`src/rtl/simulator_pkg.sv`:
```
// Shared definitions for the simulator block.
//   sim_state_e : 2-bit phase encoding presented on the state output.
package simulator_pkg;

  typedef enum logic [1:0] {
    ST_INIT  = 2'b00,
    ST_RUN   = 2'b01,
    ST_DRAIN = 2'b10,
    ST_DONE  = 2'b11
  } sim_state_e;

endpackage

```
`src/rtl/simulator_cycle_counter.sv`:
```
// Saturating up-counter used as the simulated-cycle index.
//   clk, rst_n : clock, async active-low reset (clears count)
//   en         : advance by one unless already at all-ones
//   clr        : synchronous clear to zero (wins over en)
//   count      : current value
//   at_max     : count is all-ones
module cycle_counter #(
  parameter int WIDTH = 5
) (
  input  logic             clk,
  input  logic             rst_n,
  input  logic             en,
  input  logic             clr,
  output logic [WIDTH-1:0] count,
  output logic             at_max
);

  localparam logic [WIDTH-1:0] ONE = {{(WIDTH-1){1'b0}}, 1'b1};

  assign at_max = &count;

  always_ff @(posedge clk or negedge rst_n) begin
    if (!rst_n)            count <= '0;
    else if (clr)          count <= '0;
    else if (en && !at_max) count <= count + ONE;  // saturate, never wrap
  end

endmodule

```
`src/rtl/simulator.sv`:
```
// Cycle-based simulation sequencer: INIT -> RUN (2^MAX_CYCLE_WIDTH cycles)
// -> DRAIN (one cycle) -> DONE (terminal until reset).
//   clk           : single clock, rising edge
//   reset_n       : async active-low reset, forces INIT / cycle 0
//   state         : current phase (INIT/RUN/DRAIN/DONE), registered
//   current_cycle : current simulated cycle index, registered
module simulator
  import simulator_pkg::*;
#(
  parameter int MAX_CYCLE_WIDTH = 5
) (
  input  logic                       clk,
  input  logic                       reset_n,
  output logic [1:0]                 state,
  output logic [MAX_CYCLE_WIDTH-1:0] current_cycle
);

  sim_state_e state_q, state_d;
  logic       cnt_en, cnt_clr, cnt_max;

  always_ff @(posedge clk or negedge reset_n) begin
    if (!reset_n) state_q <= ST_INIT;
    else          state_q <= state_d;
  end

  always_comb begin
    state_d = state_q;
    cnt_en  = 1'b0;
    cnt_clr = 1'b0;
    case (state_q)
      ST_INIT: begin
        // Counter is held at 0 across the INIT->RUN edge so RUN opens at cycle 0.
        cnt_clr = 1'b1;
        state_d = ST_RUN;
      end
      ST_RUN: begin
        if (cnt_max) state_d = ST_DRAIN;
        else         cnt_en  = 1'b1;
      end
      ST_DRAIN: state_d = ST_DONE;
      ST_DONE:  state_d = ST_DONE;
      default: begin
        cnt_clr = 1'b1;
        state_d = ST_INIT;
      end
    endcase
  end

  cycle_counter #(.WIDTH(MAX_CYCLE_WIDTH)) u_cnt (
    .clk    (clk),
    .rst_n  (reset_n),
    .en     (cnt_en),
    .clr    (cnt_clr),
    .count  (current_cycle),
    .at_max (cnt_max)
  );

  assign state = state_q;

endmodule

```
`config.mk`:
```
export PLATFORM = sky130hd
export DESIGN_NAME = simulator
export DESIGN_NICKNAME = d
export VERILOG_FILES = /design/src/rtl/simulator_pkg.sv /design/src/rtl/simulator_cycle_counter.sv /design/src/rtl/simulator.sv
export SDC_FILE = /design/constraint.sdc
export NUM_CORES = 1
export LEC_CHECK = 0
export BUFFER_PORTS_ARGS = -buffer_cell sky130_fd_sc_hd__buf_2
export CORE_AREA = 2 2 39 41
export CTS_CLUSTER_SIZE = 20
export DETAILED_ROUTE_END_ITERATION = 8
export DIE_AREA = 0 0 41 43
export HOLD_SLACK_MARGIN = 0.03
export PLACE_DENSITY = 0.57
export REMOVE_ABC_BUFFERS = 1
export SLEW_MARGIN = 10
export SYNTH_ARGS = -nofsm -noshare
export SYNTH_HDL_FRONTEND = slang
export SYNTH_SLANG_ARGS = --single-unit
```
`constraint.sdc`:
```
create_clock -name clk -period 1.9 [get_ports clk]
set_clock_uncertainty 0.2 [all_clocks]
set_input_delay 0.19 -clock clk [delete_from_list [all_inputs] [get_ports clk]]
set_output_delay 0.19 -clock clk [all_outputs]
set_load 0.01 [all_outputs]
```
==> results of run 1 <==
-- metal layers --
| metal | vias up | share of wire | routed length, um | track usage |
|---|---|---|---|---|
| met1 | 151 | 0.43 | 365 | 0.127 |
| met3 | 0 | 0.075 | 63 | 0.0785 |
| met5 | - | 0 | 0 | 0 |
| li1 | 153 | - | - | - |
| met2 | 13 | 0.49 | 412 | 0.188 |
| met4 | 0 | 0 | 0 | 0.0400 |
-- cell usage in the layout, fill, tap and decap left out, types with 2 or more instances in the layout --
cell type / netlist / routed
dfrtp_1: 7 / 7
a22o_2: 2 / 2
nand3_1: 2 / 2
clkbuf_4: 0 / 3
a22o_1: 4 / 4
buf_4: 1 / 7
buf_2: 0 / 8
-- through the flow --
stage          setup WS (ns)  instance area (um2)   util
2_1_floorplan         -0.126                  347      -
3_3_place_gp          0.0129                  444  0.321
4_1_cts              -0.0150                  523  0.378
3_5_place_dp         -0.0259                  444  0.321
5_1_grt              -0.0387                  522  0.377
6_report              0.0202                  522  0.377
-- timing repair --
| action | CTS | global route |
|---|---|---|
| pin swaps | 3 | 2 |
| buffers inserted | 3 | 0 |
| resized for setup | 4 | 2 |
| hold endpoints to repair | 7 | 0 |
| hold buffers | 1 | 0 |
| endpoints found under the setup margin | 1 | 4 |
-- area by class of cell --
type	instances	share of cell area
clock buffers	4	0.0504
repair buffers	16	0.197
flip-flops and latches	7	0.336
well taps	16	0.0384
multi-input cells	21	0.379
-- power breakdown --
group | internal (mW) | total, mW | switching [mW] | leakage, nW
logic | 0.00209 | 0.00519 | 0.00310 | 0.116
clock network | 0.0802 | 0.136 | 0.0555 | 0.0150
registers | 0.149 | 0.149 | 0 | 0.0612
total | 0.232 | 0.290 | 0.0586 | 0.193
-- registers in the layout, indices dropped and copies added (netlist names) --
signal / cells
state: 2
u_cnt.count: 5
-- cells by family after synthesis --
logic type	after synthesis
and+or+nand+nor	10
DFF	7
muxes	2
adders and majority gates	2
buffers and inverters	1
AOI/OAI and AO/OA	7
-- how the worst max path moves through the flow --
stage	startpoint	to	slack [ns]	cells after the start
after floorplan	u_cnt.count[0]	u_cnt.count[3]	-0.13	6
after global placement	u_cnt.count[0]	u_cnt.count[3]	0.01	6
after detailed placement	u_cnt.count[0]	u_cnt.count[3]	-0.03	6
after CTS	u_cnt.count[1]	u_cnt.count[3]	-0.02	6
after global routing	u_cnt.count[0]	u_cnt.count[3]	-0.04	6
final	u_cnt.count[1]	u_cnt.count[3]	0.02	6
==> results.py, run 1 <==
metrics = {
    "outcome": {
        "status": "finished clean",
    },
    "worst_setup_path": {
        "slowest_delay_ns": 0.48,
        "arrival_ns": 1.87,
        "crit_buf_inv": 0,
        "critical_path_class": "reg2reg",
        "slowest_stage": "or4b_1",
        "cp.required_ns": 1.89,
        "cpLargestDelayFamily": "simple AND/OR/NAND/NOR gates",
        "r2r_start": "u_cnt.count[1]",
        "cp-end-kind": "flip-flop",
        "cp-start-kind": "flip-flop",
        "rrSetupSlack_ns": 0.02,
        "rr_endpoint": "u_cnt.count[3]",
        "worstRegToRegCells": 6,
        "critPathMaxFanout": 3,
        "cp_cell_sequence": "ha_2 > and3_4 > ha_4 > nand4b_1 > or4b_1 > nand3_1",
    },
    "sta": {
        "finalCriticalPeriod_ns": 1.88,
        "final.hold.worst_slack_ns": 0.0957,
        "hold_violations": 0,
        "tns_ns": 0,
        "rsz0062_at_grt": "true",
        "max_freq_ghz": 0.532,
        "tightest_slew_ns": 0.350,
        "max_slew_margin": 0.766,
        "finalCritPeriodShare": 0.989,
        "setup-violations-final": 0,
        "drv_slew": 0,
    },
    "logic_synthesis": {
        "synth_largest_area_cell": "dfrtp_1",
        "synth_seq_area_share": 0.495,
        "synth_area_leaders": "dfrtp_1 (49%), a22o_1 (9.9%), ha_1 (7.1%)",
        "yosys.area_share.simple": 0.170,
        "synth.area.mux_share": 0.0636,
        "synthXorXnorAreaFrac": 0,
        "synth-compound-area-share": 0.180,
        "syn_inst": 29,
        "ys_ff_latch": 7,
        "synth_top_family_by_area": "compound AO/OA/AOI/OAI gates",
        "synth_common_cells": "dfrtp_1 (7), a22o_1 (4)",
        "syn_area_per_cell_um2": 12.2,
        "async_flop_share": 1.00,
        "synth_area_um2": 354,
        "synthFlopType": "dfrtp_1",
        "synth_edf_count": 0,
        "synth.distinct_cells": 16,
        "yosysMostFrequentCell": "dfrtp_1",
        "ys_warn_count": 0,
        "yosysTopAreaCellShare": 0.495,
        "synth-adder-area-share": 0.0707,
    },
    "cells_and_area": {
        "regArea_um2": 175,
        "final_cells": 64,
        "multi_input_area_um2": 198,
        "area.growth.synth_to_final_pct": 47.3,
        "n_antenna_cell": 0,
        "fin_nets": 53,
        "nFillCells": 147,
        "drive_above_1_share": 0.542,
    },
    "power_and_ir_drop": {
        "peakVddDrop_uv": 279,
        "p_leak_nw": 0.193,
        "p_total_mw": 0.290,
        "pwr_density_cell_nw_per_um2": 556,
    },
    "cts": {
        "cts.clk_slew.worst_paths_ns": 0.06,
        "h-tree-depth": 1,
        "cts-root-buf": "clkbuf_4",
        "clockBufferDepth": 2,
        "cts_inserted_buffers": 3,
        "clock_sinks": 7,
        "clock_latency_ns": 0.25,
        "cts_tree": "yes",
    },
    "die": {
        "dieHeight_um": 43,
        "die-area_um2": 1760,
        "rows": 14,
        "pin_count": 9,
        "start_util": 0.256,
        "die_w_um": 41,
        "core_area_um2": 1380,
    },
    "placement": {
        "portBuffers": 8,
        "placed_cells": 57,
        "globalplace.congestion": 0.773,
        "place_hpwl_um": 546,
    },
    "routing": {
        "drc": 0,
        "drt_iter0_markers": 2,
        "vias": 317,
        "ant_nets": 0,
        "drt-total-wl_um": 842,
        "wl_per_cell_um": 13.2,
        "detail_route.first_pass.iterations": 2,
        "vias_per_cell": 4.95,
    },
    "global_routing": {
        "grt_usage": 0.121,
        "antenna_found_initial": 0,
        "grt_pass1_vias": 323,
        "grt_pass1_wl_um": 1350,
        "grt_overflow": 0,
        "grt_max_degree": 12,
    },
    "run": {
        "maxCapViolations": 0,
    },
    "hold_path": {
        "hold_path.class": "in2async",
    },
}
Note: power is estimated with default switching activity, not from simulation.
==> run 2, diff against run 1 <==
--- a/config.mk
+++ b/config.mk
@@ -5,13 +5,14 @@
 export SDC_FILE = /design/constraint.sdc
 export NUM_CORES = 1
 export LEC_CHECK = 0
+export ABC_AREA = 1
 export BUFFER_PORTS_ARGS = -buffer_cell sky130_fd_sc_hd__buf_2
 export CORE_AREA = 2 2 39 41
 export CTS_CLUSTER_SIZE = 20
 export DETAILED_ROUTE_END_ITERATION = 8
 export DIE_AREA = 0 0 41 43
 export HOLD_SLACK_MARGIN = 0.03
-export PLACE_DENSITY = 0.57
+export PLACE_DENSITY = 0.55
 export REMOVE_ABC_BUFFERS = 1
 export SLEW_MARGIN = 10
 export SYNTH_ARGS = -nofsm -noshare
==> run 2 against run 1 <==
Net effect:
- maximum frequency increased by 10%
- via count decreased by 12%
- non-clock buffer count decreased by 7
- flip-flop and latch count unchanged
- combinational power decreased by 3%
- total power increased by 0.23%
- clock power about the same
- sequential power about the same
- first-iteration DRC count decreased by 50%
- worst hold slack improved by 0.0022 ns
- final cell count increased by 3.1%
- critical path type unchanged
- critical endpoint is now u_cnt.count[2]
- highest routed layer is now met4
==> results.py, run 2 <==
metrics = {
    "worst_setup_path": {
        "cp-start-kind": "flip-flop",
        "cp-end-kind": "flip-flop",
        "rrSetupSlack_ns": 0.20,
        "critical_path_class": "reg2reg",
        "arrival_ns": 1.65,
        "critPathMaxFanout": 5,
        "cp.required_ns": 1.84,
        "worstRegToRegCells": 8,
    },
    "sta": {
        "max_slew_margin": 0.877,
        "tns_ns": 0,
        "finalCritPeriodShare": 0.896,
        "finalCriticalPeriod_ns": 1.70,
        "setup-violations-final": 0,
        "max_freq_ghz": 0.587,
        "final.hold.worst_slack_ns": 0.0980,
        "drv_slew": 0,
        "tightest_slew_ns": 0.184,
        "hold_violations": 0,
        "rsz0062_at_grt": "false",
    },
    "cells_and_area": {
        "mostFrequentLayoutCell": "nand2_1",
        "area.growth.synth_to_final_pct": 29.1,
        "largest_reg_flops": 5,
        "final_cells": 66,
        "final_cell_mix": "nand2_1 (13), buf_2 (8), dfrtp_1 (7)",
        "n_antenna_cell": 0,
        "fin_nets": 55,
        "final_util": 0.309,
        "drive_above_1_share": 0.300,
        "largest_register": "u_cnt.count",
    },
    "power_and_ir_drop": {
        "power_switching_share": 0.204,
        "clkPwrFrac": 0.470,
        "p_int_mw": 0.232,
        "pwr_density_cell_nw_per_um2": 680,
        "p_leak_nw": 0.203,
        "pwr-share-seq": 0.513,
        "peakVddDrop_uv": 249,
        "power_switching_mw": 0.0592,
        "p_comb_frac": 0.017,
    },
    "global_routing": {
        "grt_usage": 0.0973,
        "grt_pass1_wl_um": 1020,
        "grt_pass1_vias": 236,
        "grt_overflow": 0,
        "antenna_found_initial": 0,
        "grt_max_degree": 8,
    },
    "logic_synthesis": {
        "yosysMostFrequentCell": "nand2_1",
        "yosysTopAreaCellShare": 0.528,
        "syn_inst": 37,
        "synth_common_cells": "nand2_1 (13), dfrtp_1 (7), nand3_1 (4)",
        "syn_area_per_cell_um2": 8.96,
        "synthFlopType": "dfrtp_1",
        "ys_warn_count": 0,
        "synth_seq_area_share": 0.528,
        "synth_edf_count": 0,
        "synth_area_leaders": "dfrtp_1 (53%), nand2_1 (15%), ha_1 (7.5%)",
        "synth_area_um2": 332,
        "synth_largest_area_cell": "dfrtp_1",
        "async_flop_share": 1.00,
        "ys_ff_latch": 7,
        "synth.distinct_cells": 13,
    },
    "routing": {
        "ant_nets": 0,
        "detail_route.first_pass.iterations": 3,
        "drt_iter0_markers": 1,
        "drc": 0,
        "vias_per_cell": 4.21,
        "vias": 278,
        "drt-total-wl_um": 631,
        "wl_per_cell_um": 9.56,
    },
    "cts": {
        "postCtsSetupRepairBufs": 0,
        "clock_latency_ns": 0.25,
        "clock_sinks": 7,
        "cts_inserted_buffers": 3,
        "cts_tree": "yes",
        "cts.clk_slew.worst_paths_ns": 0.05,
        "clockBufferDepth": 2,
        "h-tree-depth": 1,
        "cts-root-buf": "clkbuf_4",
        "cts-resized-gates": 0,
    },
    "die": {
        "dieHeight_um": 43,
        "pin_count": 9,
        "start_util": 0.240,
        "core_area_um2": 1380,
        "die-area_um2": 1760,
        "die_w_um": 41,
        "rows": 14,
    },
    "outcome": {
        "status": "finished clean",
    },
    "placement": {
        "placed_cells": 61,
        "portBuffers": 8,
        "globalplace.congestion": 0.771,
        "place_hpwl_um": 474,
    },
    "run": {
        "maxCapViolations": 0,
    },
    "hold_path": {
        "hold_path.class": "in2async",
    },
}
## run 2: changes by cell type after synthesis, moves of 2 or more
cell     previous run  this run
a22o_1              4         0
a22o_2              2         0
inv_1               0         3
nand2_1             1        13
nand3_1             2         4
## run 2: cell type report
type / count / area (um2)
Fill cell: 150 / 956
Sequential cell: 7 / 175
Multi-Input combinational cell: 26 / 141
Timing Repair Buffer: 9 / 50.0
Clock buffer: 4 / 26.3
Tap cell: 16 / 20.0
Inverter: 4 / 15.0
## run 2: cell families (layout without fill, tap and decap cells)
family	Yosys count	in the layout	synth area share
simple gates	22	22	0.309
flops	7	7	0.528
buf+inv	4	17	0.0453
fa+ha+maj	2	2	0.0755
compound gates	2	2	0.0415
## run 2: power groups by stage
stage                     registers (mW)    logic, mW  clock network, mW
after CTS                          0.149      0.00550              0.143
final                              0.149      0.00501              0.137
after floorplan                    0.152  0.000000103                  0
after global placement             0.152      0.00393                  0
after detailed placement           0.152      0.00399                  0
after global routing               0.149      0.00588              0.152
## run 2: path summary, 6_finish.rpt
| kind | start | end |
|---|---|---|
| setup / recovery | u_cnt.count[0] | u_cnt.count[2] |
| hold / removal | reset_n | u_cnt.count[2] |
| setup reg to reg | u_cnt.count[0] | u_cnt.count[2] |
| hold reg to reg | u_cnt.count[4] | u_cnt.count[4] |
| max in group asynchronous | reset_n | u_cnt.count[4] |
| min in group clk | u_cnt.count[4] | u_cnt.count[4] |
## run 2: routing by layer
metal,GRT usage,vias up,share of wire
met5,0,-,0
li1,-,145,-
met3,0.0628,2,0.063
met4,0.0800,0,0.016
met1,0.119,124,0.49
met2,0.113,7,0.43
## run 2: through the flow
stage / area (um2) / setup slack (ns) / power (mW)
after global placement: 392 / 0.213 / 0.156
after CTS: 428 / 0.175 / 0.297
final: 428 / 0.198 / 0.291
after detailed placement: 392 / 0.188 / 0.156
after global routing: 428 / 0.0485 / 0.307
after floorplan: 332 / 0.276 / 0.152
## run 2: repair_timing
action	in CTS	in global routing
endpoints found under the hold margin	7	0
setup endpoints to repair	0	0
hold buffers	1	0
## run 2: critical path, cell delays in order (launching register included)
cell     delay (ns)
dfrtp_1        0.42
ha_1           0.23
nand2_1        0.08
nor2_1         0.05
ha_1           0.23
a21oi_2        0.18
inv_2          0.08
nand2_1        0.06
nand2_1        0.05
